$ cat config.mk
export PLATFORM = sky130hd
export DESIGN_NAME = flit_to_axis_ejector
export DESIGN_NICKNAME = d
export VERILOG_FILES = /design/src/rtl/flit_to_axis_ejector.sv
export SDC_FILE = /design/constraint.sdc
export NUM_CORES = 1
export LEC_CHECK = 0
export BUFFER_PORTS_ARGS = -buffer_cell sky130_fd_sc_hd__buf_2
export CORE_ASPECT_RATIO = 0.9
export CORE_UTILIZATION = 45
export CTS_BUF_LIST = sky130_fd_sc_hd__clkbuf_4 sky130_fd_sc_hd__clkbuf_8 sky130_fd_sc_hd__clkbuf_16
export DETAILED_ROUTE_END_ITERATION = 7
export GPL_ROUTABILITY_DRIVEN = 0
export GPL_TIMING_DRIVEN = 0
export PLACE_DENSITY_LB_ADDON = 0.15
export SLEW_MARGIN = 5
export SYNTH_ARGS = -nofsm -noshare
export SYNTH_HDL_FRONTEND = slang
export SYNTH_SLANG_ARGS = --single-unit
$ cat constraint.sdc
create_clock -name clk_noc -period 24.2 [get_ports clk_noc]
set_clock_uncertainty 0.1 [all_clocks]
set_input_delay 3.63 -clock clk_noc [delete_from_list [all_inputs] [get_ports clk_noc]]
set_output_delay 3.63 -clock clk_noc [all_outputs]
set_load 0.005 [all_outputs]
$ cat src/rtl/flit_to_axis_ejector.sv
// flit_to_axis_ejector: buffers credit-based flits and reassembles them into AXI-Stream beats
module flit_to_axis_ejector #(
  parameter int TDATA_WIDTH          = 128,
  parameter int SERIALIZATION_FACTOR = 1,
  parameter int FLIT_WIDTH           = TDATA_WIDTH / SERIALIZATION_FACTOR,
  parameter int TID_WIDTH            = 2,
  parameter int TDEST_WIDTH          = 4,
  parameter int DEST_WIDTH           = TDEST_WIDTH + TID_WIDTH,
  parameter int BUFFER_DEPTH         = 8
) (
  input  logic                   clk_noc,
  input  logic                   rst_noc_sync,
  input  logic [FLIT_WIDTH-1:0]  data_in,
  input  logic [DEST_WIDTH-1:0]  dest_in,
  input  logic                   is_tail_in,
  input  logic                   send_in,
  output logic                   credit_out,
  output logic                   axis_out_tvalid,
  input  logic                   axis_out_tready,
  output logic [TDATA_WIDTH-1:0] axis_out_tdata,
  output logic                   axis_out_tlast,
  output logic [TID_WIDTH-1:0]   axis_out_tid,
  output logic [TDEST_WIDTH-1:0] axis_out_tdest,
  output logic                   overflow_err,
  output logic                   framing_err
);
  localparam int AW = BUFFER_DEPTH > 1 ? $clog2(BUFFER_DEPTH) : 1;
  localparam int CW = $clog2(BUFFER_DEPTH + 1);
  localparam int KW = SERIALIZATION_FACTOR > 1 ? $clog2(SERIALIZATION_FACTOR) : 1;
  localparam int EW = FLIT_WIDTH + DEST_WIDTH + 1;
  localparam logic [KW-1:0] K_LAST = KW'(SERIALIZATION_FACTOR - 1);
  localparam logic [AW-1:0] P_LAST = AW'(BUFFER_DEPTH - 1);
  localparam logic [CW-1:0] C_FULL = CW'(BUFFER_DEPTH);

  logic [EW-1:0]          mem [BUFFER_DEPTH];
  logic [AW-1:0]          wptr, rptr;
  logic [CW-1:0]          cnt;
  logic [KW-1:0]          k;
  logic [TDATA_WIDTH-1:0] acc, beat;
  logic [DEST_WIDTH-1:0]  dest0, h_dest, b_dest;
  logic [FLIT_WIDTH-1:0]  h_data;
  logic                   h_tail, empty, full, completing, pop, push;

  assign {h_tail, h_dest, h_data} = mem[rptr];

  always_comb begin
    empty      = cnt == '0;
    full       = cnt == C_FULL;
    completing = h_tail || k == K_LAST;
    pop        = !empty && (!completing || !axis_out_tvalid || axis_out_tready);
    push       = send_in && (!full || pop);
    b_dest     = k == '0 ? h_dest : dest0;
    // acc slots at and above k are always zero, so OR-ing in the head flit zero-fills an early tail
    beat       = acc | (TDATA_WIDTH'(h_data) << (int'(k) * FLIT_WIDTH));
  end

  always_ff @(posedge clk_noc)
    if (push) mem[wptr] <= {is_tail_in, dest_in, data_in};

  always_ff @(posedge clk_noc) begin
    if (rst_noc_sync) begin
      wptr            <= '0;
      rptr            <= '0;
      cnt             <= '0;
      k               <= '0;
      acc             <= '0;
      dest0           <= '0;
      credit_out      <= 1'b0;
      axis_out_tvalid <= 1'b0;
      axis_out_tdata  <= '0;
      axis_out_tlast  <= 1'b0;
      axis_out_tid    <= '0;
      axis_out_tdest  <= '0;
      overflow_err    <= 1'b0;
      framing_err     <= 1'b0;
    end else begin
      credit_out <= pop;
      cnt        <= cnt + CW'(push) - CW'(pop);
      if (push) wptr <= wptr == P_LAST ? '0 : wptr + 1'b1;
      if (pop) rptr <= rptr == P_LAST ? '0 : rptr + 1'b1;
      if (send_in && !push) overflow_err <= 1'b1;
      if (pop && completing) begin
        axis_out_tvalid <= 1'b1;
        axis_out_tdata  <= beat;
        axis_out_tlast  <= h_tail;
        axis_out_tid    <= b_dest[DEST_WIDTH-1 -: TID_WIDTH];
        axis_out_tdest  <= b_dest[TDEST_WIDTH-1:0];
        k               <= '0;
        acc             <= '0;
        if (h_tail && k != K_LAST) framing_err <= 1'b1;
      end else if (axis_out_tready) begin
        axis_out_tvalid <= 1'b0;
      end
      if (pop && !completing) begin
        acc[int'(k) * FLIT_WIDTH +: FLIT_WIDTH] <= h_data;
        if (k == '0) dest0 <= h_dest;
        k <= k + 1'b1;
      end
    end
  end
endmodule

==> results_dict.tcl, run 1 <==
set metrics [dict create \
    die-area_sq_mm 0.1113 \
    track_usage_pct 22.66 \
    via_per_inst 5.631 \
    synthesis.nets 2608 \
    core-area_sq_mm 0.1092 \
    seq_area_frac_synth_pct 77.13 \
    synth_edf_count 1080 \
    setup_viol 0 \
    cts_root_buffer "clkbuf_16" \
    worstPathArrival_ns 7.26 \
    clkTransAtPathRegs_ns 0.06 \
    cp-start-kind "input port" \
    io_pins 278 \
    grt_max_degree 17 \
    max_freq_mhz 144.6 \
    wl_um 124700 \
    overflow 0 \
    min_delay_worst_endpoint "acc[52]$_SDFF_PP0_" \
    worst_slew_pin_slew_ns 1.208 \
    holdBufCountCts 0 \
    cts_htree_levels 4 \
    cp_max_fo 10 \
    fin_cells 4658 \
    drive_gt1_share_pct 34.00 \
    syn-cell-area_sq_mm 0.04950 \
    r2r-end "mem[1][90]$_DFFE_PP_" \
    hp-class "register to register" \
    ys.flop_type "edfxtp_1" \
    synth-seq-cells 1367 \
    critical_path_class "input port to register" \
    first_pass_iters 5 \
    period_share_pct 28.58 \
    drt_iter0_markers 2501 \
    rrSetupSlack_ns 19.54 \
    leakage_nw 20.22 \
    start_util_pct 45.32 \
    die_h_um 316.6 \
    finalPower_w 0.006568 \
    synth_warnings 0 \
    final_max_slew_viol_count 0 \
    ir_drop_mv 0.06736 \
    antenna_found_initial 37 \
    rsz0062_at_grt "false" \
    clk_latency_ns 0.74 \
    chipWidth_um 351.6 \
    final_cell_mix "edfxtp_1 (1,080), buf_2 (354), dfxtp_1 (287)" \
    io_buffers 277 \
    ant_nets 0 \
    outcome "finished, final reports clean" \
    slew_headroom_pct 19.48 \
    async_reset_ff_share_pct 0 \
    num_vias 26230 \
    syn2layout_area_growth_pct 19.60 \
    netlist_instances 2459 \
    whs_path_depth 1 \
    synth.distinct_cells 46 \
    utilization_pct 54.20 \
    final_common_cell "edfxtp_1" \
    fill_cells 8516 \
    cts-buffers-inserted 141 \
    avgSynthCellArea_sq_um 20.13 \
    cts_setup_buffers 0 \
    clock_path_buffers 3 \
    worstPathRequired_ns 24.54 \
    rows 115 \
    routedWlPerCell_um 26.77 \
    grt_pass1_vias 27010 \
    r2r-start "cnt[2]$_SDFF_PP0_" \
    place_inst 4388 \
    hp-start "acc[52]$_SDFF_PP0_" \
    grt_first_pass_wirelength_um 181200 \
    drc 0 \
    setup.worst_path.end_class "register" \
    hold_viol 0 \
    final_nets 3218 \
    maxCapViolCount 0 \
    cts_resized 0 \
    clkSinkCount 1367 \
    power_density_mw_per_mm2 111.0 \
    min_period_ns 6.915 \
    hpwl_um 84330 \
    reg2reg_depth 14 \
    cts_tree "built" \
]
==> flip-flops by register name, indices dropped and copies added (netlist names), named ones only <==
register and count:
wptr 3, overflow_err 1, axis_out_tvalid 1, framing_err 1
credit_out 1, rptr 3, axis_out_tlast 1, axis_out_tdest 4
axis_out_tid 2, acc 128, axis_out_tdata 128, mem 1080
cnt 4, k 1, dest0 6
==> worst max-delay path by stage <==
stage | startpoint | end | depth (start not counted)
4_1_cts | axis_out_tready | mem[1][90]$_DFFE_PP_ | 13
6_report | axis_out_tready | mem[1][90]$_DFFE_PP_ | 13
2_1_floorplan | axis_out_tready | mem[1][0]$_DFFE_PP_ | 6
5_1_grt | axis_out_tready | mem[1][90]$_DFFE_PP_ | 13
3_3_place_gp | axis_out_tready | mem[4][91]$_DFFE_PP_ | 7
3_5_place_dp | axis_out_tready | mem[1][90]$_DFFE_PP_ | 13
==> routing by layer <==
layer,vias to the layer above,GRT usage [%],share of wire (%)
li1,11440,-,-
met1,13750,30.79,42
met2,780,36.62,49
met3,213,5.115,6.8
met4,46,6.877,2.3
met5,-,0,0.23
==> layout make-up <==
| type | count | area [sq um] | share of cell area [%] |
|---|---|---|---|
| clock inverters | 66 | 570.5 | 0.9638 |
| multi-input cells | 919 | 10550 | 17.83 |
| flip-flops and latches | 1367 | 38180 | 64.49 |
| clock buffers | 196 | 4170 | 7.045 |
| repair buffers | 467 | 3050 | 5.153 |
| diodes | 8 | 20.02 | 0.03382 |
| plain buffers | 169 | 810.8 | 1.370 |
| well taps | 1462 | 1829 | 3.090 |
| inverters | 4 | 15.01 | 0.02536 |
==> critical path, stage by stage <==
cell     delay, ns
buf_2         0.10
nor2b_1       0.06
nor2_1        0.77
o21ai_0       0.30
o21a_1        0.21
buf_2         0.23
nor4b_2       0.68
buf_4         0.31
buf_4         0.20
buf_4         0.19
buf_2         0.18
buf_4         0.18
buf_4         0.18
==> cell usage after synthesis (8+ instances only) <==
| cell type | instances | area (sq um) |
|---|---|---|
| a221oi_1 | 128 | 1121 |
| dfxtp_1 | 287 | 5746 |
| nand2_1 | 14 | 52.55 |
| a21oi_1 | 131 | 655.6 |
| and3_1 | 8 | 50.05 |
| mux4_2 | 256 | 5766 |
| clkbuf_2 | 14 | 70.07 |
| ha_1 | 9 | 112.6 |
| a211oi_1 | 128 | 960.9 |
| edfxtp_1 | 1080 | 32430 |
| mux2i_1 | 32 | 320.3 |
| clkbuf_1 | 66 | 247.7 |
| and2_1 | 130 | 813.3 |
| a22oi_1 | 12 | 90.09 |
| nor2_1 | 9 | 33.78 |
| nor2b_1 | 13 | 81.33 |
| buf_2 | 76 | 380.4 |
==> cell families (layout without fill, tap and decap cells) <==
logic type,count (synthesis),count (layout),synth area share [%]
flip-flops,1367,1367,77.13
AO/OA/AOI/OAI,425,425,6.226
multiplexers,290,290,12.34
AND/OR/NAND/NOR,192,192,2.341
buffers and inverters,173,902,1.661
adder cells (fa/ha/maj),10,10,0.2680
XOR/XNOR,2,2,0.03540
other,0,8,0
==> power by group <==
part / switching [W] / leakage, nW / internal [W]
registers: 0.0000873 / 12.2 / 0.00273
logic: 0.000886 / 5.68 / 0.000680
clock network: 0.000883 / 2.38 / 0.00130
total: 0.00186 / 20.2 / 0.00471
==> stage by stage <==
stage / TNS (ns) / hold WS, ns / setup slack (ns) / instance area (sq um)
floorplan: 0 / 0.3301 / 4.973 / 49500
global placement: -9658.70 / 0.3420 / -13.53 / 52710
detailed placement: 0 / 0.3439 / 16.55 / 54430
CTS: 0 / 0.3608 / 17.33 / 59180
global route: 0 / 0.3663 / 17.16 / 59190
finish: 0 / 0.3583 / 17.28 / 59200
Note: power is estimated with default switching activity, not from simulation.
==> run 2: changes to the inputs <==
Settings changed: ABC_AREA set to 1.
Clock period 24.2 ns to 7 ns, I/O delays scaled along.
==> run 2 against run 1 <==
Effect of this change: register-to-register slack got worse by 16 ns; worst hold slack worse by 0.024 ns; core utilization down 0.58 points; die area is 4.6% higher; flip-flop and latch count did not move; sequential share of layout area down 1.8 points; area after synthesis rose by 4.6%; synthesized cell count grew 74%; largest power group unchanged; global-route usage up 5.0 points; critical path type is now register to register.
==> results_dict.tcl, run 2 <==
set metrics [dict create \
    cts_tree "built" \
    largest_reg_flops 1080 \
    hpwl_um 111700 \
    slew_headroom_pct 10.20 \
    clkTransAtPathRegs_ns 0.06 \
    leakage_nw 21.21 \
    outcome "finished, final reports clean" \
    ir_drop_mv 0.2725 \
    chipWidth_um 359.5 \
    final_max_slew_viol_count 0 \
    hold_viol 0 \
    top_usage_layer "met2" \
    final_cell_area_sq_mm 0.06091 \
    track_usage_pct 27.68 \
    final.setup.tns_ns 0 \
    num_vias 35690 \
    power_density_mw_per_mm2 425.5 \
    synthesis.nets 4430 \
    final_cell_mix "nor2_1 (1,081), edfxtp_1 (1,080), o21ai_0 (687)" \
    regMostFlops "mem" \
    syn-cell-area_sq_mm 0.05177 \
    utilization_pct 53.62 \
    antenna_found_initial 40 \
    cts_root_buffer "clkbuf_16" \
    hold_ws_ns 0.3346 \
    routedWlPerCell_um 25.68 \
    critical_path_class "register to register" \
    drc 0 \
    largest_registers "mem: 1080 flops, acc: 128 flops, axis_out_tdata: 128 flops" \
    ys.flop_type "edfxtp_1" \
    path_cells "buf_6 -> inv_4 -> nand2_1 -> nand3_1 -> nand3_1 -> nand2_1 -> nand3_1 -> nand3_1 -> nand2_1 -> inv_1 -> nand2_1 -> nor2_4 -> buf_12 -> buf_12 -> buf_12" \
    clock_path_buffers 3 \
    grt_first_pass_wirelength_um 230400 \
    syn2layout_area_growth_pct 17.66 \
    worstPathRequired_ns 7.32 \
    avgSynthCellArea_sq_um 12.09 \
    netlist_instances 4281 \
    wl_um 163400 \
    ant_nets 0 \
    holdBufCountCts 0 \
    maxCapViolCount 0 \
    setup_viol 0 \
    min_period_ns 3.609 \
    die-area_sq_mm 0.1164 \
    met2_usage_pct 42.57 \
    synth_edf_count 1080 \
    synth_warnings 0 \
    synth-seq-cells 1367 \
    start_util_pct 45.57 \
    core-area_sq_mm 0.1136 \
    grt_pass1_vias 32370 \
    worstPathArrival_ns 3.93 \
    async_reset_ff_share_pct 0 \
    io_pins 278 \
    final_nets 4901 \
    drt_iter0_markers 4061 \
    rows 117 \
    gr-usage-met1_pct 39.31 \
    rsz0062_at_grt "false" \
    overflow 0 \
    clk_latency_ns 0.75 \
    drive_gt1_share_pct 14.40 \
    placedInstanceArea_sq_mm 0.05619 \
    cts_setup_buffers 0 \
    cts-buffers-inserted 142 \
    worst_slew_pin_slew_ns 1.347 \
    max_freq_mhz 277.1 \
    finalPower_w 0.02592 \
    synth_area_leaders "edfxtp_1 (63%), dfxtp_1 (11%), nor2_1 (7.9%)" \
    hp-class "register to register" \
    die_h_um 323.8 \
    yosysTopAreaCell "edfxtp_1" \
    final_common_cell "nor2_1" \
    met3_usage_pct 6.182 \
    grt_max_degree 29 \
    cts_resized 0 \
    crit_path_top_delay_cell "nor2_4" \
    setup.worst_path.end_class "register" \
    post-synth-top-area-fraction_pct 62.65 \
    synthTopCellsByCount "nor2_1 (1,089), edfxtp_1 (1,080), o21ai_0 (687)" \
    io_buffers 276 \
    clkSinkCount 1367 \
    seq_area_frac_synth_pct 73.75 \
    first_pass_iters 5 \
    critical_path.max_stage_delay_ns 0.67 \
    period_share_pct 51.56 \
    cp_max_fo 26 \
    synth.distinct_cells 30 \
    cts_htree_levels 4 \
    yosysMostFrequentCell "nor2_1" \
    via_per_inst 5.608 \
    cp-start-kind "register" \
]
run 2: changes by cell type after synthesis, moves of 123 or more:
cell | previous run | this run
a21oi_1 | 131 | 8
a221oi_1 | 128 | 0
nor2_1 | 9 | 1089
o211ai_1 | 0 | 167
and2_1 | 130 | 0
a211oi_1 | 128 | 0
o21ai_0 | 3 | 687
nand2_1 | 14 | 170
mux4_2 | 256 | 0
run 2: critical path: cells and delay by family, from the launching register on:
family	cells	cell delay, ns
AND/OR/NAND/NOR	9	1.70
buffers and inverters	6	1.14
flip-flops	1	0.30
run 2: final cells by class:
type                    instances  area [sq um]
diodes                          9         22.52
plain buffers                 296          1436
clock buffers                 194          4128
clock inverters                67         570.5
fillers                      9671         52690
inverters                     126         475.5
multi-input cells            2492         11740
flip-flops and latches       1367         38180
well taps                    1487          1861
repair buffers                327          2500
run 2: per-layer routing:
layer  up-vias  wire length, um
li1      16220                -
met1     17470            69660
met2      1706            73170
met3       270            15910
met4        30             4496
met5         -              179
run 2: metrics by stage:
| stage | cells | setup slack (ns) |
|---|---|---|
| after detailed placement | 6095 | 2.866 |
| final | 6365 | 3.391 |
| after global placement | 6044 | -7.489 |
| after global routing | 6358 | 3.158 |
| after floorplan | 4281 | -0.9967 |
| after CTS | 6356 | 3.398 |
run 2: logic make-up (layout without fill, tap and decap cells):
group | Yosys count | count (layout) | synth area share (%)
AOI/OAI and AO/OA | 1009 | 1009 | 10.95
xor gates and xnor gates | 2 | 2 | 0.03384
adders and majority gates | 10 | 10 | 0.2562
buffers and inverters | 422 | 1010 | 3.691
DFF | 1367 | 1367 | 73.75
other | 0 | 9 | 0
and+or+nand+nor | 1471 | 1471 | 11.32
run 2: worst paths after layout:
kind	startpoint	to	slack (ns)	cells past startpoint
max	register	mem[6][51]$_DFFE_PP_	3.39	15
min	dest0[5]$_SDFFE_PP0P_	dest0[5]$_SDFFE_PP0P_	0.33	2
max reg2reg	register	mem[6][51]$_DFFE_PP_	3.39	15
min reg2reg	dest0[5]$_SDFFE_PP0P_	dest0[5]$_SDFFE_PP0P_	0.33	2
run 2: where the power goes:
group	switching [W]	total (W)	leakage (nW)	internal, W
Sequential	0.000369	0.00987	12.2	0.00950
Combinational	0.00608	0.00846	6.69	0.00239
Clock	0.00314	0.00758	2.36	0.00444
